[config.mk]
export PLATFORM = sky130hd
export DESIGN_NAME = alu_step_sequencer
export DESIGN_NICKNAME = d
export VERILOG_FILES = /design/src/rtl/alu_step_sequencer_pkg.sv /design/src/rtl/alu_step_sequencer_onehot_decoder.sv /design/src/rtl/alu_step_sequencer.sv
export SDC_FILE = /design/constraint.sdc
export NUM_CORES = 1
export LEC_CHECK = 0
export BUFFER_PORTS_ARGS = -buffer_cell sky130_fd_sc_hd__buf_2
export CAP_MARGIN = 20
export CORE_AREA = 2 2 64 66
export CTS_BUF_LIST = sky130_fd_sc_hd__clkbuf_8
export DETAILED_ROUTE_END_ITERATION = 12
export DIE_AREA = 0 0 66 68
export MAX_ROUTING_LAYER = met4
export PLACE_DENSITY = 0.84
export SYNTH_ARGS = -nofsm -noshare
export SYNTH_HDL_FRONTEND = slang
export SYNTH_SLANG_ARGS = --single-unit
[constraint.sdc]
create_clock -name clock_i -period 2.7 [get_ports clock_i]
set_clock_uncertainty 0.05 [all_clocks]
set_input_delay 0.135 -clock clock_i [delete_from_list [all_inputs] [get_ports clock_i]]
set_output_delay 0.135 -clock clock_i [all_outputs]
set_load 0.005 [all_outputs]
[src/rtl/alu_step_sequencer_pkg.sv]
// Shared encodings for the ALU control-step sequencer: instruction field
// positions, opcode values, opcode classes and the FSM state enum.
package alu_step_sequencer_pkg;

   localparam int OPC_LSB = 27;
   localparam int RA_LSB  = 23;
   localparam int RB_LSB  = 19;
   localparam int RC_LSB  = 15;
   localparam int FLD_OPC_W = 5;
   localparam int IDX_W   = 4;

   localparam logic [FLD_OPC_W-1:0] OP_ADD  = 5'b00011;
   localparam logic [FLD_OPC_W-1:0] OP_SUB  = 5'b00100;
   localparam logic [FLD_OPC_W-1:0] OP_AND  = 5'b00101;
   localparam logic [FLD_OPC_W-1:0] OP_OR   = 5'b00110;
   localparam logic [FLD_OPC_W-1:0] OP_SHR  = 5'b00111;
   localparam logic [FLD_OPC_W-1:0] OP_SHRA = 5'b01000;
   localparam logic [FLD_OPC_W-1:0] OP_SHL  = 5'b01001;
   localparam logic [FLD_OPC_W-1:0] OP_ROR  = 5'b01010;
   localparam logic [FLD_OPC_W-1:0] OP_ROL  = 5'b01011;
   localparam logic [FLD_OPC_W-1:0] OP_MUL  = 5'b01111;
   localparam logic [FLD_OPC_W-1:0] OP_DIV  = 5'b10000;
   localparam logic [FLD_OPC_W-1:0] OP_NEG  = 5'b10001;
   localparam logic [FLD_OPC_W-1:0] OP_NOT  = 5'b10010;

   typedef enum logic [1:0] {
      CLS_ILL,
      CLS_UN,
      CLS_BIN,
      CLS_MD
   } op_class_e;

   typedef enum logic [3:0] {
      ST_IDLE,
      ST_T0,
      ST_T1,
      ST_T2,
      ST_T3,
      ST_T4,
      ST_T5,
      ST_T6,
      ST_DONE
   } state_e;

   function automatic op_class_e classify(input logic [FLD_OPC_W-1:0] opc);
      op_class_e cls;
      case (opc)
         OP_ADD, OP_SUB, OP_AND, OP_OR, OP_SHR,
         OP_SHRA, OP_SHL, OP_ROR, OP_ROL: cls = CLS_BIN;
         OP_MUL, OP_DIV:                  cls = CLS_MD;
         OP_NEG, OP_NOT:                  cls = CLS_UN;
         default:                         cls = CLS_ILL;
      endcase
      return cls;
   endfunction

   function automatic logic reg_ok(input logic [IDX_W-1:0] idx, input int nregs);
      return int'(idx) < nregs;
   endfunction

endpackage

[src/rtl/alu_step_sequencer_onehot_decoder.sv]
// Register index to one-hot select; all zeros when disabled or when the
// index does not name an existing register.
module alu_step_sequencer_onehot_decoder #(
   parameter int N     = 16,
   parameter int IDX_W = 4
) (
   input  logic             en_i,
   input  logic [IDX_W-1:0] idx_i,
   output logic [N-1:0]     onehot_o
);

   always_comb begin
      onehot_o = '0;
      for (int i = 0; i < N; i++) begin
         if (en_i && (idx_i == IDX_W'(i))) onehot_o[i] = 1'b1;
      end
   end

endmodule

[src/rtl/alu_step_sequencer.sv]
// Fetch/decode/execute control-step generator: one instruction per start
// pulse, Moore strobes decoded from the state register and latched fields.
//
// state | meaning
// IDLE  | waiting for start
// T0    | PC to MAR, increment PC
// T1    | memory read, held until mem_ready (bounded by MEM_TIMEOUT)
// T2    | MDR to IR
// T3    | decode live IR, first operand step; fields latched here
// T4    | UN writeback / BIN, MD second operand + ALU
// T5    | BIN writeback / MD low result
// T6    | MD high result
// DONE  | one-cycle completion pulse
module alu_step_sequencer
   import alu_step_sequencer_pkg::*;
#(
   parameter int NUM_REGS    = 16,
   parameter int DATA_W      = 32,
   parameter int OPCODE_W    = 5,
   parameter int MEM_TIMEOUT = 15
) (
   input  logic                clock_i,
   input  logic                clear_i,
   input  logic                start_i,
   input  logic [DATA_W-1:0]   ir_i,
   input  logic                mem_ready_i,
   output logic                busy_o,
   output logic                done_o,
   output logic                illegal_o,
   output logic                timeout_o,
   output logic                pc_out_o,
   output logic                mar_in_o,
   output logic                inc_pc_o,
   output logic                pc_in_o,
   output logic                read_o,
   output logic                mdr_in_o,
   output logic                mdr_out_o,
   output logic                ir_in_o,
   output logic                y_in_o,
   output logic                z_low_in_o,
   output logic                z_high_in_o,
   output logic                z_low_out_o,
   output logic                z_high_out_o,
   output logic                hi_in_o,
   output logic                lo_in_o,
   output logic [OPCODE_W-1:0] alu_op_o,
   output logic [NUM_REGS-1:0] reg_out_o,
   output logic [NUM_REGS-1:0] reg_in_o
);

   localparam int CNT_W = $clog2(MEM_TIMEOUT + 1);
   localparam logic [CNT_W-1:0] WAIT_LAST = CNT_W'(MEM_TIMEOUT - 1);

   state_e                 state_q;
   op_class_e              cls_q;
   logic [FLD_OPC_W-1:0]   opc_q;
   logic [IDX_W-1:0]       ra_q;
   logic [IDX_W-1:0]       rc_q;
   logic [CNT_W-1:0]       wait_q;
   logic                   illegal_q;
   logic                   timeout_q;

   logic [FLD_OPC_W-1:0]   ir_opc;
   logic [IDX_W-1:0]       ir_ra;
   logic [IDX_W-1:0]       ir_rb;
   logic [IDX_W-1:0]       ir_rc;
   op_class_e              ir_cls;
   logic                   ir_bad;
   logic [DATA_W-1:0]      unused_ir;

   assign ir_opc    = ir_i[OPC_LSB +: FLD_OPC_W];
   assign ir_ra     = ir_i[RA_LSB +: IDX_W];
   assign ir_rb     = ir_i[RB_LSB +: IDX_W];
   assign ir_rc     = ir_i[RC_LSB +: IDX_W];
   assign ir_cls    = classify(ir_opc);
   assign unused_ir = ir_i;

   // Only the register fields an instruction class actually uses are range-checked.
   always_comb begin
      ir_bad = 1'b1;
      case (ir_cls)
         CLS_UN:  ir_bad = !(reg_ok(ir_ra, NUM_REGS) && reg_ok(ir_rb, NUM_REGS));
         CLS_BIN: ir_bad = !(reg_ok(ir_ra, NUM_REGS) && reg_ok(ir_rb, NUM_REGS)
                             && reg_ok(ir_rc, NUM_REGS));
         CLS_MD:  ir_bad = !(reg_ok(ir_rb, NUM_REGS) && reg_ok(ir_rc, NUM_REGS));
         default: ir_bad = 1'b1;
      endcase
   end

   always_ff @(posedge clock_i) begin
      if (clear_i) begin
         state_q   <= ST_IDLE;
         cls_q     <= CLS_ILL;
         opc_q     <= '0;
         ra_q      <= '0;
         rc_q      <= '0;
         wait_q    <= '0;
         illegal_q <= 1'b0;
         timeout_q <= 1'b0;
      end else begin
         case (state_q)
            ST_IDLE: begin
               if (start_i) begin
                  state_q   <= ST_T0;
                  illegal_q <= 1'b0;
                  timeout_q <= 1'b0;
               end
            end
            ST_T0: begin
               state_q <= ST_T1;
               wait_q  <= '0;
            end
            ST_T1: begin
               if (mem_ready_i) begin
                  state_q <= ST_T2;
               end else if (wait_q == WAIT_LAST) begin
                  timeout_q <= 1'b1;
                  state_q   <= ST_IDLE;
               end else begin
                  wait_q <= wait_q + CNT_W'(1);
               end
            end
            ST_T2: state_q <= ST_T3;
            ST_T3: begin
               if (ir_bad) begin
                  illegal_q <= 1'b1;
                  state_q   <= ST_IDLE;
               end else begin
                  cls_q   <= ir_cls;
                  opc_q   <= ir_opc;
                  ra_q    <= ir_ra;
                  rc_q    <= ir_rc;
                  state_q <= ST_T4;
               end
            end
            ST_T4:   state_q <= (cls_q == CLS_UN) ? ST_DONE : ST_T5;
            ST_T5:   state_q <= (cls_q == CLS_BIN) ? ST_DONE : ST_T6;
            ST_T6:   state_q <= ST_DONE;
            ST_DONE: state_q <= ST_IDLE;
            default: state_q <= ST_IDLE;
         endcase
      end
   end

   logic             ro_en;
   logic             ri_en;
   logic [IDX_W-1:0] ro_idx;
   logic [IDX_W-1:0] ri_idx;

   always_comb begin
      pc_out_o     = 1'b0;
      mar_in_o     = 1'b0;
      inc_pc_o     = 1'b0;
      pc_in_o      = 1'b0;
      read_o       = 1'b0;
      mdr_in_o     = 1'b0;
      mdr_out_o    = 1'b0;
      ir_in_o      = 1'b0;
      y_in_o       = 1'b0;
      z_low_in_o   = 1'b0;
      z_high_in_o  = 1'b0;
      z_low_out_o  = 1'b0;
      z_high_out_o = 1'b0;
      hi_in_o      = 1'b0;
      lo_in_o      = 1'b0;
      alu_op_o     = '0;
      ro_en        = 1'b0;
      ri_en        = 1'b0;
      ro_idx       = '0;
      ri_idx       = '0;
      case (state_q)
         ST_T0: begin
            pc_out_o   = 1'b1;
            mar_in_o   = 1'b1;
            inc_pc_o   = 1'b1;
            z_low_in_o = 1'b1;
         end
         ST_T1: begin
            z_low_out_o = 1'b1;
            pc_in_o     = (wait_q == '0);
            read_o      = 1'b1;
            mdr_in_o    = 1'b1;
         end
         ST_T2: begin
            mdr_out_o = 1'b1;
            ir_in_o   = 1'b1;
         end
         ST_T3: begin
            if (!ir_bad) begin
               ro_en  = 1'b1;
               ro_idx = ir_rb;
               if (ir_cls == CLS_UN) begin
                  alu_op_o   = OPCODE_W'(ir_opc);
                  z_low_in_o = 1'b1;
               end else begin
                  y_in_o = 1'b1;
               end
            end
         end
         ST_T4: begin
            if (cls_q == CLS_UN) begin
               z_low_out_o = 1'b1;
               ri_en       = 1'b1;
               ri_idx      = ra_q;
            end else begin
               ro_en       = 1'b1;
               ro_idx      = rc_q;
               alu_op_o    = OPCODE_W'(opc_q);
               z_low_in_o  = 1'b1;
               z_high_in_o = (cls_q == CLS_MD);
            end
         end
         ST_T5: begin
            z_low_out_o = 1'b1;
            if (cls_q == CLS_BIN) begin
               ri_en  = 1'b1;
               ri_idx = ra_q;
            end else begin
               lo_in_o = 1'b1;
            end
         end
         ST_T6: begin
            z_high_out_o = 1'b1;
            hi_in_o      = 1'b1;
         end
         default: ;
      endcase
   end

   alu_step_sequencer_onehot_decoder #(.N(NUM_REGS), .IDX_W(IDX_W)) u_reg_out_dec (
      .en_i     (ro_en),
      .idx_i    (ro_idx),
      .onehot_o (reg_out_o)
   );

   alu_step_sequencer_onehot_decoder #(.N(NUM_REGS), .IDX_W(IDX_W)) u_reg_in_dec (
      .en_i     (ri_en),
      .idx_i    (ri_idx),
      .onehot_o (reg_in_o)
   );

   assign busy_o    = (state_q != ST_IDLE);
   assign done_o    = (state_q == ST_DONE);
   assign illegal_o = illegal_q;
   assign timeout_o = timeout_q;

endmodule

Word level (Yosys, flattened, before mapping):

Memory sizes are Yosys's and may differ from the RTL's.
Index checks and enable logic that the tools add are counted.

* memories: 1
* input bits: 36
* word-level logic and storage cells: 188
* register bits after elaboration: 25
* ROM bits: 64
* output and inout bits: 56

* $add $sub $neg: 1
* equal/unequal tests: 51
* reduce and logical (&&, ||, !) cells: 47
* muxes and demuxes: 80

Memory list
* (no name shown): depth 32, bits a word 2, read ports 1, clocked after Yosys merged registers in 0, write ports 0, line alu_step_sequencer_pkg.sv:47 `case (opc)`

Operators by type and width (number)
* equality test 4 bit, second input constant: 18
* two-way mux 1 bit: 54
* equality test 4 x 3 -> 1 bit, second input constant: 12
* two-way mux 4 bit: 11
* logical AND 1 bit: 32
* case mux 4 bit (8 select lines): 1
* equality test 4 x 2 -> 1 bit, second input constant: 6
* case mux 4 bit (2 select lines): 3
* logical NOT 4 bit: 4
* two-way mux 5 bit: 3
* equality test 4 x 1 -> 1 bit, second input constant: 3
* != test 2 bit, second input constant: 5
* case mux 1 bit (2 select lines): 5
* case mux 5 bit (2 select lines): 1
* equality test 2 bit, second input constant: 4
* AND reduction 3 bit: 2
* nonzero test 2 bit: 3
* adder 4 x 1 -> 4 bit, second input constant: 1
* equality test 2 x 1 -> 1 bit, second input constant: 2
* AND reduction 2 bit: 2
* AND reduction 4 bit: 1
* nonzero test 4 bit: 1
* two-way mux 3 bit: 1
* != test 3 bit, second input constant: 1
* other kinds (3): 3

Logic depth before layout (Yosys ltp):

An unclocked memory read counts as a cell.

* depth in word-level cells: 8
* gate-level depth with buffers: 8
* gate-level depth less buffers: 6

Modules after synthesis:

From an unflattened synthesis, not the netlist that was laid out.

* cell total of the unflattened synthesis: 236
* area, all modules: 1825.5 um^2

By module, submodules not included
* alu_step_sequencer: area each 1590.3 um^2, times used 1, seq. area each 500.5 um^2, cells an instance 190
* alu_step_sequencer_onehot_decoder: area each 117.6 um^2, times used 2, seq. area each 0.0 um^2, cells an instance 23

Least setup slack after synthesis:

No wires, ideal clock.

* kind: reg2out
* from: reg state_q[3]
* to: out reg_out_o[11]
* data required time: 2515 ps
* stages on the path, launching flop included: 7
* data arrival time: 1757 ps
* buffers on the path: 1
* path slack: 758 ps
* path through: dfxtp_1 -> buf_6 -> or4b_4 -> a211o_1 -> a21boi_4 -> o22a_4 -> nor3_1

* cells in the longest elaborated chain, start to end: 5
* elaborated cells on any way between the ends: 7
* those cells by class: eq/ne (3); mux (3); reduce/logical (1)

Ends and longest elaborated chain
* from (decl): line alu_step_sequencer.sv:54 `state_e state_q;`
* from (signal assigned): line alu_step_sequencer.sv:136 `ST_T4: state_q <= (cls_q == CLS_UN) ? ST_DONE : ST_T5;`
* from (signal assigned): line alu_step_sequencer.sv:137 `ST_T5: state_q <= (cls_q == CLS_BIN) ? ST_DONE : ST_T6;`
* equality test 4 x 3 -> 1 bit: line alu_step_sequencer.sv:171 `case (state_q)`
* case mux 4 bit (2 select lines): line alu_step_sequencer.sv:171
* equality test 4 bit: line alu_step_sequencer_onehot_decoder.sv:15 `if (en_i && (idx_i == IDX_W'(i))) onehot_o[i] = 1'b1;`
* logical AND 1 bit (*): line alu_step_sequencer_onehot_decoder.sv:15
* two-way mux 1 bit (*): line alu_step_sequencer_onehot_decoder.sv:15
* to (decl): line alu_step_sequencer.sv:47 `output logic [NUM_REGS-1:0] reg_out_o,`

Every way passes the cells marked *; elsewhere a longest branch is shown, timed or not.

Worst setup path after layout:

* from: reg state_q[3]
* to: out reg_out_o[3]

* cells in the longest elaborated chain, start to end: 5
* elaborated cells on any way between the ends: 7
* those cells by class: eq/ne (3); mux (3); reduce/logical (1)

Ends and longest elaborated chain (line)
* equality test 4 x 3 -> 1 bit: alu_step_sequencer.sv:171
* case mux 4 bit (2 select lines): alu_step_sequencer.sv:171
* equality test 4 x 2 -> 1 bit: alu_step_sequencer_onehot_decoder.sv:15
* logical AND 1 bit (*): alu_step_sequencer_onehot_decoder.sv:15
* two-way mux 1 bit (*): alu_step_sequencer_onehot_decoder.sv:15

Marks and branches as above.

==> results.env <==
STATUS='complete, no violations'
CTS_INSERTED_BUFFERS=3
CLKTRANSATPATHREGS_NS=0.08
SYNTHESIS.NETS=282
SYN2LAYOUT_AREA_GROWTH_PCT=24.1
CLOCK_POWER_SHARE_PCT=28.6
NUM_IO_PINS=92
CTSHOLDBUFFERS=0
HTREEDEPTH=1
FINALSETUPTNS_NS=0
TOP_FLIP_FLOP_CELL_BY_INSTANCE_COUNT_AFTER_SYNTHESIS='dfxtp_1'
FILLERS=373
USE_MET1_PCT=23.2
WORST_SLEW_PIN_SLEW_NS=0.618
AVGSYNTHCELLAREA_SQ_UM=7.53
MAX_CAP_VIOL_COUNT=0
CP-START-KIND='register'
ROWS=23
FIRST_ITER_VIOLATIONS=101
NUMBER_OF_ENABLE_TYPE_REGISTER_CELLS_IN_THE_SYNTHESIZED_NETLIST=0
NETSWITCHINGPOWER_uW=204
DETAIL-ROUTE-ANTENNA-NETS=0
ROUTED_WIRELENGTH_MM=4.66
P_COMB_SHARE_PCT=19.6
CP_DATA_ARRIVAL_TIME_NS=2.34
FINAL_NETS=353
SYNTHDISTINCTLIBCELLS=54
CRITICAL_PATH.CELL_CHAIN='or4b_4 -> a211o_1 -> a21boi_4 -> o22a_4 -> nor3_1 -> buf_2'
MAPPEDNETLISTAREA_SQ_UM=1830
CLK-INSERTION-DELAY-LATE_NS=0.26
FINAL_HOLD_VIOL_COUNT=0
LAYER_WITH_THE_HIGHEST_USAGE='met2'
WORST_SLEW_MARGIN_REL_PCT=58.4
SEQPWRFRAC_PCT=51.7
MULTIINPUTGATEAREA_SQ_UM=1210
ANTENNA_DIODE_COUNT=0
GLOBALPLACE.CONGESTION=0.862
DRT_DRC_VIOLATIONS_LEFT=0
DIE_Y_EXTENT_MICRONS=68
PORT_BUFFERS=76
ACHIEVABLE-FREQUENCY_GHz=0.395
NUMBER_OF_GLOBAL_ROUTE_VIAS_BEFORE_REPAIR=1758
STATIC-LEAKAGE-POWER_uW=0.000992
GRTUSAGEMET2_PCT=38.4
ASYNC_FLOP_SHARE_PCT=0
GRTUSAGEMET3_PCT=2.30
NUMBER_OF_SETUP_BUFFERS_ADDED_AFTER_CTS=0
GLOBAL_ROUTE_WIRE_LENGTH_BEFORE_REPAIR_MM=7.18
SETUP.WORST_PATH.END_CLASS='output port'
YOSYS_REGISTER_BITS=25
ANTENNA_FOUND_INITIAL=0
COREAREA_SQ_UM=3860
CTS_TREE='done'
POSTLAYOUTCELLAREA_SQ_UM=2270
COUNT_OF_CELLS_RESIZED_BY_POST_CTS_REPAIR=0
DIE-WIDTH_MICRONS=66
CELL_INTERNAL_PWR_uW=539
CRITICAL_PATH.SLOWEST_CELL='or4b_4'
MIN_PERIOD_NS=2.53
CRITPATHREQUIREDTIME_NS=2.52
GRT_REMAINING_OVERFLOW=0
CRITICAL_PATH_PEAK_FANOUT=17
CTS.PATH.MAX_BUFFERS=2
CRIT_FAMILY='simple AND/OR/NAND/NOR gates'
CLOCKROOTBUFFER='clkbuf_8'
VDD.IR_DROP.WORST_uV=214
YS_SEQ_AREA_SHARE_PCT=27.4
GRT_USAGE_PCT=20.7
ROUTED-VIA-COUNT=1995
DETAILED_PLACE_HPWL_MM=3.51
GRT_START_MAX_NET_PINS=25
SLOWEST_DELAY_NS=0.57
CRITPATHKIND='reg2out'
YOSYS_WARNINGS=0
POWER-PER-CELL-AREA_nW_PER_UM2=327
POSTPLACECELLAREA_SQ_UM=2220
LAYOUT_CELL_SHARE_WITH_DRIVE_STRENGTH_BEYOND_1_PCT=33.5
GATE_COUNT_AFTER_TECHNOLOGY_MAPPING=243
INITIAL_UTILIZATION_PCT=47.4
SLEW_VIOLATIONS=0
TIMING.CRITICAL_PATH.BUF_INV=1
RSZ0062_AT_GRT='no'
DETAILEDROUTE.FIRSTPASSITERATIONCOUNT=4
FINAL-SEQ-AREA_SQ_UM=500
SETUP_VIOL=0
PERIOD_SHARE_PCT=93.6
CLOCK_SINK_COUNT=25
ROUTED_VIA_DENSITY=5.50
HOLD_CLASS='in2reg'
SWSHARE_PCT=27.5
ROUTE.DETAILED.WL_PER_INST_MICRONS=12.8
DIEAREA_SQ_UM=4490
## sequential cells by signal (all words and copies together) (netlist names)
name and flops:
cls_q 2, illegal_o 1, opc_q 5, ra_q 4
rc_q 4, state_q 4, timeout_o 1, wait_q 4
## kinds of logic (layout without fill, tap and decap cells)
kind of cell / after synthesis / in the layout / share of synthesized area [%]
xor+xnor: 3 / 3 / 1.44
buf+inv: 24 / 94 / 7.11
flops: 25 / 25 / 27.4
fa+ha+maj: 3 / 3 / 2.05
simple gates: 132 / 132 / 39.5
compound gates: 56 / 56 / 22.6
## final cells by class
type | count | area share (%)
Multi-Input combinational cell | 194 | 53.1
Clock inverter | 1 | 0.165
Sequential cell | 25 | 22.1
Timing Repair Buffer | 82 | 18.7
Tap cell | 50 | 2.76
Clock buffer | 3 | 1.82
Inverter | 8 | 1.32
## layer usage
layer / wire length, microns / vias up
met5: 0 / -
met4: 29 / 0
met3: 217 / 2
met2: 2390 / 61
met1: 2020 / 927
li1: - / 1005
## synthesized netlist by cell type (all sizes together) (4+ instances only)
library cell  instances  area, sq um
a21oi                26          130
buf                  12         85.1
dfxtp                25          500
o21ai                 8         43.8
nand2                37          139
and2                  5         31.3
nor4                 11         81.3
inv                   8         30.0
clkbuf                4         15.0
a22o                  4         37.5
nor3                 19          111
nor2b                 4         25.0
nand2b                8         50.1
nor2                 29          116
## path summary, 6_finish.rpt
| path | end | depth (start not counted) | startpoint | slack (ns) |
|---|---|---|---|---|
| hold reg to reg | opc_q[0] | 2 | opc_q[0] | 0.41 |
| setup reg to reg | wait_q[3] | 6 | state_q[0] | 0.45 |
| setup / recovery | reg_out_o[3] | 6 | state_q[3] | 0.17 |
| hold / removal | ra_q[0] | 3 | ir_i[23] | 0.05 |
## stage by stage
| stage | utilization (%) | hold WS (ns) | total power, uW | cells | setup slack, ns |
|---|---|---|---|---|---|
| after global placement | 57.5 | 0.326 | 535 | 359 | 0.381 |
| after detailed placement | 57.5 | 0.331 | 538 | 359 | 0.345 |
| final | 58.9 | 0.0529 | 743 | 363 | 0.171 |
| after CTS | 58.7 | 0.0451 | 749 | 363 | 0.0433 |
| after global routing | 58.9 | 0.0469 | 782 | 363 | 0.0524 |
| after floorplan | - | 0.161 | 483 | 243 | 0.758 |
## layout by cell type, fill, tap and decap left out, drive strengths merged, types with 2 or more instances in the layout
cell / synthesis / routed
buf: 12 / 82
nand2: 37 / 37
nor2: 29 / 29
a21oi: 26 / 26
dfxtp: 25 / 25
nor3: 19 / 19
nor4: 11 / 11
inv: 8 / 9
nand2b: 8 / 8
o21ai: 8 / 8
and2: 5 / 5
nor2b: 4 / 4
a22o: 4 / 4
nand3b: 3 / 3
ha: 3 / 3
clkbuf: 4 / 3
or4b: 3 / 3
a22oi: 3 / 3
nor4b: 3 / 3
nand4: 2 / 2
or4: 2 / 2
a32oi: 2 / 2
xor2: 2 / 2
nor3b: 2 / 2
a21boi: 2 / 2
## power groups by stage
| stage | clock (uW) | combinational, uW | sequential (uW) |
|---|---|---|---|
| floorplan | 0 | 95.6 | 387 |
| global placement | 0 | 142 | 393 |
| detailed placement | 0 | 145 | 393 |
| CTS | 219 | 145 | 384 |
| global route | 235 | 161 | 386 |
| finish | 213 | 146 | 384 |
## worst register-to-register path: stages (launching register included)
cell	delay, ns
dfxtp_1	0.38
buf_4	0.18
or4b_4	0.57
a311oi_4	0.45
nand4_1	0.22
xor2_1	0.22
nor3_2	0.05
No activity file was read; power rests on OpenSTA's default activity.
